<file path="src/rtl/instr_encoder.sv">
// instr_encoder: turns decoded descriptors into THCO-MIPS16e words with a bound address, behind a 2-entry FIFO.
// Define ENC_RANGE_CHECK_EN to drop (and flag on err_range) descriptors whose immediate does not fit.
module instr_encoder #(
    parameter int                ADDR_W    = 16,
    parameter logic [ADDR_W-1:0] BASE_ADDR = '0
) (
    input  logic              clk,
    input  logic              rst,
    input  logic              in_valid,
    output logic              in_ready,
    input  logic [5:0]        op_type,
    input  logic [2:0]        rx,
    input  logic [2:0]        ry,
    input  logic [2:0]        rz,
    input  logic [15:0]       imm,
    input  logic              addr_load,
    input  logic [ADDR_W-1:0] addr_value,
    output logic              out_valid,
    input  logic              out_ready,
    output logic [15:0]       out_word,
    output logic [ADDR_W-1:0] out_addr,
    output logic              err_illegal,
    output logic              err_range
);

    function automatic logic [15:0] encode(input logic [5:0] op, input logic [2:0] x,
                                           input logic [2:0] y, input logic [2:0] z,
                                           input logic [15:0] im);
        logic [15:0] w;
        w = 16'h0000;
        case (op)
            6'd0:    w = 16'b00001_00000000000;
            6'd1:    w = {5'b01001, x, im[7:0]};
            6'd2:    w = {5'b01000, x, y, 1'b0, im[3:0]};
            6'd3:    w = {5'b01100, 3'b011, im[7:0]};
            6'd4:    w = {5'b11100, x, y, z, 2'b01};
            6'd5:    w = {5'b11100, x, y, z, 2'b11};
            6'd6:    w = {5'b11101, x, y, 5'b01100};
            6'd7:    w = {5'b11101, x, y, 5'b01101};
            6'd8:    w = {5'b11101, x, y, 5'b01010};
            6'd9:    w = {5'b11101, x, 8'h00};
            6'd10:   w = {5'b00010, im[10:0]};
            6'd11:   w = {5'b00100, x, im[7:0]};
            6'd12:   w = {5'b00101, x, im[7:0]};
            6'd13:   w = {5'b01100, 3'b000, im[7:0]};
            6'd14:   w = {5'b01101, x, im[7:0]};
            6'd15:   w = {5'b10011, x, y, im[4:0]};
            6'd16:   w = {5'b11011, x, y, im[4:0]};
            6'd17:   w = {5'b00110, x, y, im[2:0], 2'b00};
            6'd18:   w = {5'b00110, x, y, im[2:0], 2'b11};
            6'd19:   w = {5'b11110, x, 8'h00};
            6'd20:   w = {5'b11110, x, 8'h01};
            default: w = 16'h0000;
        endcase
        return w;
    endfunction

`ifdef ENC_RANGE_CHECK_EN
    function automatic logic range_ok(input logic [5:0] op, input logic signed [15:0] im);
        logic ok;
        ok = 1'b1;
        case (op)
            6'd1, 6'd3, 6'd11, 6'd12, 6'd13: ok = (im >= -16'sd128) && (im <= 16'sd127);
            6'd14:        ok = (im[15:8] == 8'h00);
            6'd2:         ok = (im >= -16'sd8) && (im <= 16'sd7);
            6'd15, 6'd16: ok = (im >= -16'sd16) && (im <= 16'sd15);
            6'd10:        ok = (im >= -16'sd1024) && (im <= 16'sd1023);
            6'd17, 6'd18: ok = (im >= 16'sd1) && (im <= 16'sd8);
            default:      ok = 1'b1;
        endcase
        return ok;
    endfunction
`endif

    logic [15:0]       r_head_word, r_tail_word;
    logic [ADDR_W-1:0] r_head_addr, r_tail_addr;
    logic [1:0]        r_count;
    logic [ADDR_W-1:0] r_ctr;
    logic              r_err_illegal;
    logic              w_accept, w_pop, w_legal, w_in_range, w_push;
    logic [15:0]       w_word;
    logic signed [15:0] w_imm_s;

    assign w_imm_s  = imm;
    assign in_ready = (r_count != 2'd2);
    assign out_valid = (r_count != 2'd0);
    assign w_accept = in_valid & in_ready;
    assign w_pop    = out_valid & out_ready;
    assign w_legal  = (op_type <= 6'd20);
    assign w_word   = encode(op_type, rx, ry, rz, w_imm_s);
    assign w_push   = w_accept & w_legal & w_in_range;

`ifdef ENC_RANGE_CHECK_EN
    logic r_err_range;
    assign w_in_range = range_ok(op_type, w_imm_s);
    assign err_range  = r_err_range & ~rst;

    always_ff @(posedge clk) begin
        if (rst) r_err_range <= 1'b0;
        else     r_err_range <= w_accept & w_legal & ~w_in_range;
    end
`else
    logic w_unused_imm;
    assign w_unused_imm = ^w_imm_s[15:11];
    assign w_in_range   = 1'b1;
    assign err_range    = 1'b0;
`endif

    // Gated by rst so a pulse registered just before reset never shows during it.
    assign err_illegal = r_err_illegal & ~rst;
    assign out_word    = r_head_word;
    assign out_addr    = r_head_addr;

    always_ff @(posedge clk) begin
        if (rst) begin
            r_head_word   <= 16'h0000;
            r_head_addr   <= '0;
            r_tail_word   <= 16'h0000;
            r_tail_addr   <= '0;
            r_count       <= 2'd0;
            r_ctr         <= BASE_ADDR;
            r_err_illegal <= 1'b0;
        end else begin
            r_err_illegal <= w_accept & ~w_legal;
            if (addr_load)   r_ctr <= addr_value;
            else if (w_push) r_ctr <= r_ctr + 1'b1;
            // Push together with pop only happens at count 1, so the new word becomes the head.
            case ({w_push, w_pop})
                2'b10: begin
                    if (r_count == 2'd0) begin
                        r_head_word <= w_word;
                        r_head_addr <= r_ctr;
                    end else begin
                        r_tail_word <= w_word;
                        r_tail_addr <= r_ctr;
                    end
                    r_count <= r_count + 2'd1;
                end
                2'b01: begin
                    r_head_word <= r_tail_word;
                    r_head_addr <= r_tail_addr;
                    r_count     <= r_count - 2'd1;
                end
                2'b11: begin
                    r_head_word <= w_word;
                    r_head_addr <= r_ctr;
                end
                default: ;
            endcase
        end
    end

endmodule
</file>
<file path="config.mk">
export PLATFORM = sky130hd
export DESIGN_NAME = instr_encoder
export DESIGN_NICKNAME = d
export VERILOG_FILES = /design/src/rtl/instr_encoder.sv
export SDC_FILE = /design/constraint.sdc
export NUM_CORES = 1
export LEC_CHECK = 0
export BUFFER_PORTS_ARGS = -buffer_cell sky130_fd_sc_hd__buf_2
export CORE_ASPECT_RATIO = 0.8
export CORE_MARGIN = 5
export CORE_UTILIZATION = 45
export CTS_BUF_LIST = sky130_fd_sc_hd__clkbuf_2 sky130_fd_sc_hd__clkbuf_4 sky130_fd_sc_hd__clkbuf_8
export DETAILED_ROUTE_END_ITERATION = 10
export PLACE_DENSITY_LB_ADDON = 0.15
export SLEW_MARGIN = 20
export SYNTH_ARGS = -nofsm -noshare
export SYNTH_HDL_FRONTEND = slang
export SYNTH_SLANG_ARGS = --single-unit
</file>
<file path="constraint.sdc">
create_clock -name clk -period 2.2 [get_ports clk]
set_input_delay 0.44 -clock clk [delete_from_list [all_inputs] [get_ports clk]]
set_output_delay 0.44 -clock clk [all_outputs]
set_load 0.005 [all_outputs]
</file>
==> results_dict.tcl, run 1 <==
set metrics [dict create \
    status "complete, no violations" \
    synth_nets 582 \
    synth-edff-count 0 \
    rr_endpoint "out_word[15]" \
    num_rows 32 \
    die_x_um 120 \
    min_period_ps 1910 \
    area_growth_syn_to_layout_pct 17.5 \
    grtUsageTotal 0.196 \
    whs_ps 308 \
    drv_cap 0 \
    cts_root_buf "clkbuf_8" \
    path_class "reg2reg" \
    clk_latency_ps 350 \
    io_buffers 81 \
    r2r-start "r_count[0]" \
    fillCellCount 964 \
    synthesis.area_mm2 0.00438 \
    antenna_found_initial 0 \
    fin_cells 722 \
    layout-drive-gt1-share 0.240 \
    design_area_mm2 0.00515 \
    first_iter_violations 183 \
    pwr-share-clk 0.256 \
    ant_nets 0 \
    yosysWarnings 0 \
    ios 88 \
    hold_start "addr_value[0]" \
    layout.nets 654 \
    synth_area_per_cell_um2 8.31 \
    yosys.area.top_type_share 0.379 \
    routabilityCongestion 0.943 \
    rsz0062_at_grt "false" \
    die_h_um 98.3 \
    p_sw_frac 0.324 \
    clkTransAtPathRegs_ps 70 \
    combPwrFrac 0.294 \
    yosysTopAreaCell "dfxtp_1" \
    placed_cells 707 \
    critical_path_required_ps 2410 \
    cts_tree "built" \
    overflow 0 \
    clkSinkCount 83 \
    cp.arrival_ps 2120 \
    skew_ps 6.71 \
    post_cts_buffers 0 \
    finalCritPeriodShare 0.866 \
    final_common_cell "dfxtp_1" \
    drc 0 \
    synth_cell_types 68 \
    p_sw_mw 1.30 \
    ys_ff_latch 83 \
    layout_common_cells "dfxtp_1 (83), buf_2 (81), nand2_1 (56), a21oi_1 (43), nor2_1 (41)" \
    vias 4104 \
    setup_tns_ps 0 \
    wirelength_um 11500 \
    cts_max_level 3 \
    hold_depth 2 \
    first_pass_iters 5 \
    cp_max_fo 23 \
    relSlewSlack 0.615 \
    synth_cells 527 \
    synth-async-reset-ratio 0 \
    reg2reg_setup_slack_ps 290 \
    power.internal_mw 2.71 \
    post-route-util 0.538 \
    drt-wirelength-per-cell_um 15.9 \
    p_leak_nw 1.96 \
    start_kind "register" \
    grt_pass1_vias 3861 \
    diodes 0 \
    dp_hpwl_um 8380 \
    seq_power_share 0.451 \
    slew_violations 0 \
    seq_area_mm2 0.00166 \
    die-area_mm2 0.0118 \
    p_per_area_mw_per_mm2 779 \
    setup_viol 0 \
    ys_top_cells_by_area "dfxtp_1 (38%), a211oi_1 (5.1%), a21oi_1 (4.9%)" \
    whs_endpoint "r_ctr[0]" \
    grt_start_max_net_pins 54 \
    reg2regPathDepth 8 \
    initial_utilization 0.458 \
    viasPerCell 5.68 \
    cp-end-kind "register" \
    peakVddDrop_v 0.000409 \
    multiInputGateArea_mm2 0.00247 \
    dpl_cell_area_mm2 0.00496 \
    cts_max_path_buffers 2 \
    tightest_slew_ps 577 \
    design.core.area_mm2 0.00957 \
    yosysSeqAreaShare 0.379 \
    hold_class "in2reg" \
    synth_ff_type "dfxtp_1" \
    cts_buffers 9 \
    hold_viol_final 0 \
    grt_first_pass_wirelength_um 18900 \
    fmax_ghz 0.525 \
]
[how the worst max path moves through the flow]
stage	slack (ps)	cells past startpoint	end	from
3_3_place_gp	50	8	out_word[2]	op_type[4]
2_1_floorplan	20	10	r_tail_word[9]	op_type[0]
6_report	290	8	out_word[15]	r_count[0]
3_5_place_dp	6	8	out_word[15]	op_type[4]
5_1_grt	90	8	out_word[15]	r_count[0]
4_1_cts	170	8	out_word[15]	r_count[0]
[Yosys cell counts, types with 4 or more instances]
library cell,instances
dfxtp_1,83
nand2_1,56
a21oi_1,43
nor2_1,41
a211oi_1,30
o21ai_0,28
clkbuf_1,25
mux2i_1,16
nand4_1,13
buf_2,12
nor2b_1,12
a31oi_1,9
nand3_1,9
nor3b_1,9
buf_4,8
or3_1,8
xnor2_1,8
a22oi_1,7
nor3_1,7
xor2_1,7
a221oi_1,6
inv_1,5
o221ai_1,5
and2_1,4
nand2b_1,4
nor4_1,4
o41ai_1,4
[area by class of cell]
| class | instances | area share |
|---|---|---|
| timing repair buffer | 110 | 0.128 |
| clock inverter | 2 | 0.00194 |
| tap | 119 | 0.0289 |
| clock buffer | 13 | 0.0335 |
| inverter | 8 | 0.00583 |
| multi-input combinational | 387 | 0.479 |
| sequential | 83 | 0.323 |
[logic make-up (layout without fill, tap and decap cells)]
family                     count (synthesis)  in the layout  share of synthesized area
AOI/OAI and AO/OA                        167            167                      0.263
xor gates and xnor gates                  15             15                     0.0300
adders and majority gates                  3              3                    0.00857
buffers and inverters                     57            133                     0.0625
DFF                                       83             83                      0.379
muxes                                     19             19                     0.0443
other                                      1              1                   0.000856
and+or+nand+nor                          182            182                      0.212
[sequential cells by signal, summed over array words and instances (netlist names)]
register and count:
out_addr 16, r_ctr 16, out_word 16, r_count 2, r_err_illegal 1, r_tail_addr 16, r_tail_word 16
[metal layers]
metal | global-route usage | part of all wire | vias to the layer above
met1 | 0.290 | 0.52 | 1931
met5 | 0 | 0 | -
met3 | 0.0411 | 0.045 | 11
met2 | 0.291 | 0.43 | 90
met4 | 0.0505 | 0.0094 | 0
li1 | - | - | 2072
[power groups by stage]
stage          sequential [mW]  combinational (mW)  clock (mW)
3_5_place_dp              1.84                1.17           0
6_report                  1.81                1.18        1.03
2_1_floorplan             1.83               0.741           0
5_1_grt                   1.83                1.32        1.12
4_1_cts                   1.81                1.18        1.05
3_3_place_gp              1.83                1.15           0
[what timing repair did]
| action | 4_1_cts | 5_1_grt |
|---|---|---|
| gates resized for setup | 0 | 1 |
| setup endpoints to repair | 0 | 1 |
| endpoints found under the hold margin | 0 | 0 |
| hold buffers | 0 | 0 |
[per-stage QoR]
step / power (mW) / setup WS, ps
finish: 4.01 / 294
global route: 4.27 / 93.1
CTS: 4.03 / 170
detailed placement: 3.02 / 5.52
global placement: 2.99 / 54.3
floorplan: 2.57 / 21.3
[critical path: stages (launching register included)]
cell	delay (ps)
dfxtp_1	420
or2_1	160
nand2_2	100
inv_2	100
ha_4	280
buf_12	220
nor2_1	80
a221oi_1	310
nor3_1	90
Power figures use the tool's default switching activity.
==> run 2: changes to the inputs <==
--- a/config.mk
+++ b/config.mk
@@ -5,13 +5,14 @@
 export SDC_FILE = /design/constraint.sdc
 export NUM_CORES = 1
 export LEC_CHECK = 0
+export ABC_AREA = 1
 export BUFFER_PORTS_ARGS = -buffer_cell sky130_fd_sc_hd__buf_2
 export CORE_ASPECT_RATIO = 0.8
 export CORE_MARGIN = 5
 export CORE_UTILIZATION = 45
 export CTS_BUF_LIST = sky130_fd_sc_hd__clkbuf_2 sky130_fd_sc_hd__clkbuf_4 sky130_fd_sc_hd__clkbuf_8
 export DETAILED_ROUTE_END_ITERATION = 10
-export PLACE_DENSITY_LB_ADDON = 0.15
+export PLACE_DENSITY_LB_ADDON = 0.08
 export SLEW_MARGIN = 20
 export SYNTH_ARGS = -nofsm -noshare
 export SYNTH_HDL_FRONTEND = slang
==> results_dict.tcl, run 2 <==
set metrics [dict create \
    design.core.area_mm2 0.00961 \
    drv_cap 0 \
    cp-end-kind "register" \
    pre_cts_slack_ps 24.6 \
    viasPerCell 5.10 \
    start_kind "register" \
    yosys.area.top_type_share 0.375 \
    cp_max_fo 10 \
    vias 4584 \
    power.internal_mw 2.65 \
    synthesis.area_mm2 0.00443 \
    antenna_found_initial 0 \
    first_iter_violations 350 \
    grt_pass1_vias 4080 \
    io_buffers 81 \
    synth-edff-count 0 \
    placed_cells 882 \
    synth_cell_types 37 \
    ios 88 \
    die_x_um 121 \
    routabilityCongestion 0.880 \
    cp_cell_sequence "nor2_1, inv_1, nand2_2, inv_1, ha_1, inv_1, buf_4, nand2_1, a21oi_1" \
    clkTransAtPathRegs_ps 90 \
    p_per_area_mw_per_mm2 742 \
    initial_utilization 0.461 \
    skew_ps 8.58 \
    cp.arrival_ps 2330 \
    ant_nets 0 \
    overflow 0 \
    fin_ws_ps 160 \
    ys_top_cells_by_area "dfxtp_1 (38%), nand2_1 (14%), nor2_1 (11%)" \
    p_sw_mw 1.21 \
    synth_commonest_cells "nand2_1 (164), nor2_1 (129), o21ai_0 (94), dfxtp_1 (83), inv_1 (62)" \
    peakVddDrop_v 0.000327 \
    finalCritPeriodShare 0.927 \
    cpPeakStageDelay_ps 350 \
    post_cts_buffers 0 \
    min_period_ps 2040 \
    power_mw 3.86 \
    rsz0062_at_grt "false" \
    cts_max_path_buffers 2 \
    yosysSeqAreaShare 0.375 \
    ys_ff_latch 83 \
    grt_first_pass_wirelength_um 20300 \
    slew_violations 0 \
    layout-drive-gt1-share 0.162 \
    synth_area_per_cell_um2 6.33 \
    grt_start_max_net_pins 45 \
    synth-async-reset-ratio 0 \
    diodes 0 \
    combPwrFrac 0.213 \
    cts-resized-gates 0 \
    clk_latency_ps 360 \
    yosysMostFrequentCell "nand2_1" \
    slowest_stage "dfxtp_1" \
    p_sw_frac 0.314 \
    reg2reg_setup_slack_ps 160 \
    synth_ff_type "dfxtp_1" \
    cts_buffers 9 \
    dpl_cell_area_mm2 0.00496 \
    wirelength_um 12400 \
    final_common_cell "nand2_1" \
    yosysWarnings 0 \
    area_growth_syn_to_layout_pct 17.4 \
    seq_power_share 0.454 \
    yosysTopAreaCell "dfxtp_1" \
    cts_max_level 3 \
    critical_path_required_ps 2490 \
    path_delay_family "buffers and inverters" \
    num_rows 32 \
    setup_tns_ps 0 \
    die-area_mm2 0.0119 \
    use_met2 0.299 \
    dp_hpwl_um 9020 \
    fin_cells 898 \
    synth_nets 754 \
    drc 0 \
    path_common_cell "inv_1" \
    drt-wirelength-per-cell_um 13.8 \
    layout.nets 829 \
    path_buf_inv 4 \
    grtUsageTotal 0.210 \
    status "complete, no violations" \
    fillCellCount 1020 \
    hold_viol_final 0 \
    cts_root_buf "clkbuf_8" \
    path_class "reg2reg" \
    layout_common_cells "nand2_1 (164), nor2_1 (129), o21ai_0 (94), dfxtp_1 (83), buf_2 (81)" \
    hold_buffers 0 \
    die_h_um 98.7 \
    cts_tree "built" \
    fmax_ghz 0.490 \
    synth_cells 699 \
    hold_class "in2reg" \
    setup_viol 0 \
    use_met1 0.326 \
    clkSinkCount 83 \
    use_met3 0.0470 \
    p_leak_nw 2.65 \
    first_pass_iters 6 \
    pwr-share-clk 0.333 \
    design_area_mm2 0.00520 \
    grt-busiest-layer "met1" \
]
run 2: cell count changes in the layout (fill, tap and decap cells not counted), sizes merged, moves of 6 or more:
cell / before / now
buf: 110 / 97
nand2: 57 / 168
a221oi: 6 / 0
a211oi: 32 / 1
nor3b: 9 / 1
inv: 7 / 67
mux2i: 16 / 0
o21ai: 32 / 97
nor2: 42 / 132
or3: 8 / 0
nor2b: 12 / 0
nand3: 9 / 34
nand4: 15 / 8
run 2: worst paths after layout:
kind | startpoint | end | cells past startpoint
min reg2reg | r_count[1] | r_count[1] | 1
min | addr_value[11] | r_ctr[11] | 3
max reg2reg | r_count[0] | out_word[4] | 9
max | r_count[0] | out_word[4] | 9
run 2: power by group through the flow:
stage	clock network (mW)	logic, mW	registers, mW
5_1_grt	1.37	0.936	1.77
2_1_floorplan	0	0.503	1.78
4_1_cts	1.31	0.825	1.75
6_report	1.29	0.821	1.75
3_3_place_gp	0	0.804	1.78
3_5_place_dp	0	0.819	1.78
run 2: logic make-up after synthesis:
logic type	count (synthesis)	share of synthesized area
DFF	83	0.375
AOI/OAI and AO/OA	156	0.184
buffers and inverters	99	0.0930
adders and majority gates	3	0.00848
other	1	0.000847
and+or+nand+nor	349	0.323
xor gates and xnor gates	8	0.0158
run 2: routing by layer:
metal | wire [µm] | share of wire | vias up
met4 | 51 | 0.0041 | 0
met1 | 6450 | 0.52 | 2044
met5 | 0 | 0 | -
met3 | 915 | 0.074 | 5
li1 | - | - | 2388
met2 | 4970 | 0.40 | 147
run 2: through the flow:
stage	util	hold slack [ps]
finish	0.541	360
global route	0.541	366
CTS	0.541	344
detailed placement	0.517	466
global placement	0.517	461
floorplan	-	443
run 2: worst min-delay path: cells and delay by family:
kind	cells	cell delay, ps
buffers and inverters	1	70
AOI/OAI and AO/OA	2	170
run 2: final cells by class:
cell class | count | area [µm²] | share of cell area
multi-input cells | 517 | 2350 | 0.453
flip-flops and latches | 83 | 1660 | 0.320
repair buffers | 97 | 551 | 0.106
inverters | 66 | 248 | 0.0477
well taps | 119 | 149 | 0.0286
clock buffers | 10 | 138 | 0.0265
clock inverters | 6 | 96.3 | 0.0185
==> run 3: changes to the inputs <==
==> constraint.sdc (replaced) <==
create_clock -name clk -period 2.2 [get_ports clk]
set_input_delay 0.22 -clock clk [delete_from_list [all_inputs] [get_ports clk]]
set_output_delay 0.22 -clock clk [all_outputs]
set_load 0.005 [all_outputs]
==> results_dict.tcl, run 3 (same netlist as run 2, synthesis figures left out) <==
set metrics [dict create \
    grtUsageTotal 0.213 \
    path_buf_inv 3 \
    dpl_cell_area_mm2 0.00495 \
    tightest_slew_ps 513 \
    whs_endpoint "r_ctr[3]" \
    clk_latency_ps 370 \
    initial_utilization 0.461 \
    drc 0 \
    routabilityCongestion 0.904 \
    path_class "reg2reg" \
    critical_path_required_ps 2500 \
    relSlewSlack 0.657 \
    fin_ws_ps 287 \
    fillCellCount 1017 \
    start_kind "register" \
    clkTransAtPathRegs_ps 70 \
    combPwrFrac 0.220 \
    final_common_cell "nand2_1" \
    io_buffers 81 \
    die_h_um 98.7 \
    antenna_found_initial 0 \
    cts-resized-gates 0 \
    p_sw_frac 0.315 \
    first_iter_violations 332 \
    grt_first_pass_wirelength_um 20500 \
    p_leak_nw 2.64 \
    setup_tns_ps 0 \
    num_rows 32 \
    reg2regPathDepth 11 \
    cp-end-kind "register" \
    area_growth_syn_to_layout_pct 16.3 \
    seq_power_share 0.477 \
    hold_start "addr_value[3]" \
    viasPerCell 5.12 \
    layout.nets 831 \
    hold_buffers 0 \
    ios 88 \
    cp_cell_sequence "nor2_1, inv_1, nand2_2, inv_1, ha_1, buf_4, nand2_1, nand2_1, a21oi_1, o21ai_0, a21oi_1" \
    grt_start_max_net_pins 46 \
    peakVddDrop_v 0.000281 \
    vias 4602 \
    design_area_mm2 0.00515 \
    cts_root_buf "clkbuf_8" \
    first_pass_iters 5 \
    power_mw 3.68 \
    die_x_um 121 \
    fin_cells 899 \
    pre_cts_slack_ps 199 \
    dp_hpwl_um 9160 \
    setup_viol 0 \
    drv_cap 0 \
    cp_max_fo 45 \
    layout-drive-gt1-share 0.163 \
    placed_cells 884 \
    slowest_stage "dfxtp_1" \
    fmax_ghz 0.523 \
    wirelength_um 12500 \
    cp-startpoint "r_count[0]" \
    layout_common_cells "nand2_1 (164), nor2_1 (129), o21ai_0 (94), dfxtp_1 (83), buf_2 (81)" \
    cpPeakStageDelay_ps 350 \
    cp.arrival_ps 2210 \
    overflow 0 \
    skew_ps 9.97 \
    post_cts_buffers 0 \
    design.core.area_mm2 0.00961 \
    slew_violations 0 \
    hold_depth 3 \
    cts_max_path_buffers 2 \
    rr_endpoint "r_count[1]" \
    diodes 0 \
    status "complete, no violations" \
    post-route-util 0.536 \
    path_delay_family "simple AND/OR/NAND/NOR gates" \
    cts_tree "built" \
    r2r-start "r_count[0]" \
    whs_ps 120 \
    ant_nets 0 \
    hold_viol_final 0 \
    hold_class "in2reg" \
    cts_max_level 3 \
    finalCritPeriodShare 0.870 \
    power.internal_mw 2.52 \
    p_sw_mw 1.16 \
    drt-wirelength-per-cell_um 13.9 \
    grt_pass1_vias 4155 \
    rsz0062_at_grt "false" \
    p_per_area_mw_per_mm2 714 \
    pwr-share-clk 0.303 \
    die-area_mm2 0.0119 \
    reg2reg_setup_slack_ps 290 \
    min_period_ps 1910 \
    cts_buffers 9 \
    clkSinkCount 83 \
    seq_area_mm2 0.00166 \
    multiInputGateArea_mm2 0.00235 \
]
-- run 3: layer usage --
layer,vias up,global-route usage,share of wire
met1,2073,0.321,0.51
met4,0,0.0348,0.0069
li1,2392,-,-
met3,9,0.0591,0.071
met5,-,0,0
met2,128,0.308,0.41
-- run 3: area by class of cell --
class | count | area share
multi-input combinational | 517 | 0.457
sequential | 83 | 0.323
timing repair buffer | 99 | 0.105
inverter | 66 | 0.0481
tap | 119 | 0.0289
clock buffer | 11 | 0.0282
clock inverter | 4 | 0.00996
-- run 3: worst max-delay path by stage --
| stage | cells past startpoint | endpoint | slack [ps] |
|---|---|---|---|
| 3_5_place_dp | 12 | r_count[1] | 200 |
| 4_1_cts | 11 | r_count[1] | 280 |
| 5_1_grt | 10 | r_count[1] | 20 |
| 6_report | 11 | r_count[1] | 290 |
| 3_3_place_gp | 12 | r_count[1] | 220 |
| 2_1_floorplan | 12 | out_addr[10] | 320 |
-- run 3: worst min-delay path, delay by kind of cell --
kind / cells / cell delay [ps]
AOI/OAI and AO/OA: 2 / 150
buffers and inverters: 1 / 70
-- run 3: power groups by stage --
stage	Combinational, mW	Clock (mW)	Sequential, mW
2_1_floorplan	0.503	0	1.78
3_3_place_gp	0.796	0	1.78
3_5_place_dp	0.810	0	1.79
4_1_cts	0.814	1.14	1.75
5_1_grt	0.928	1.21	1.78
6_report	0.810	1.11	1.75
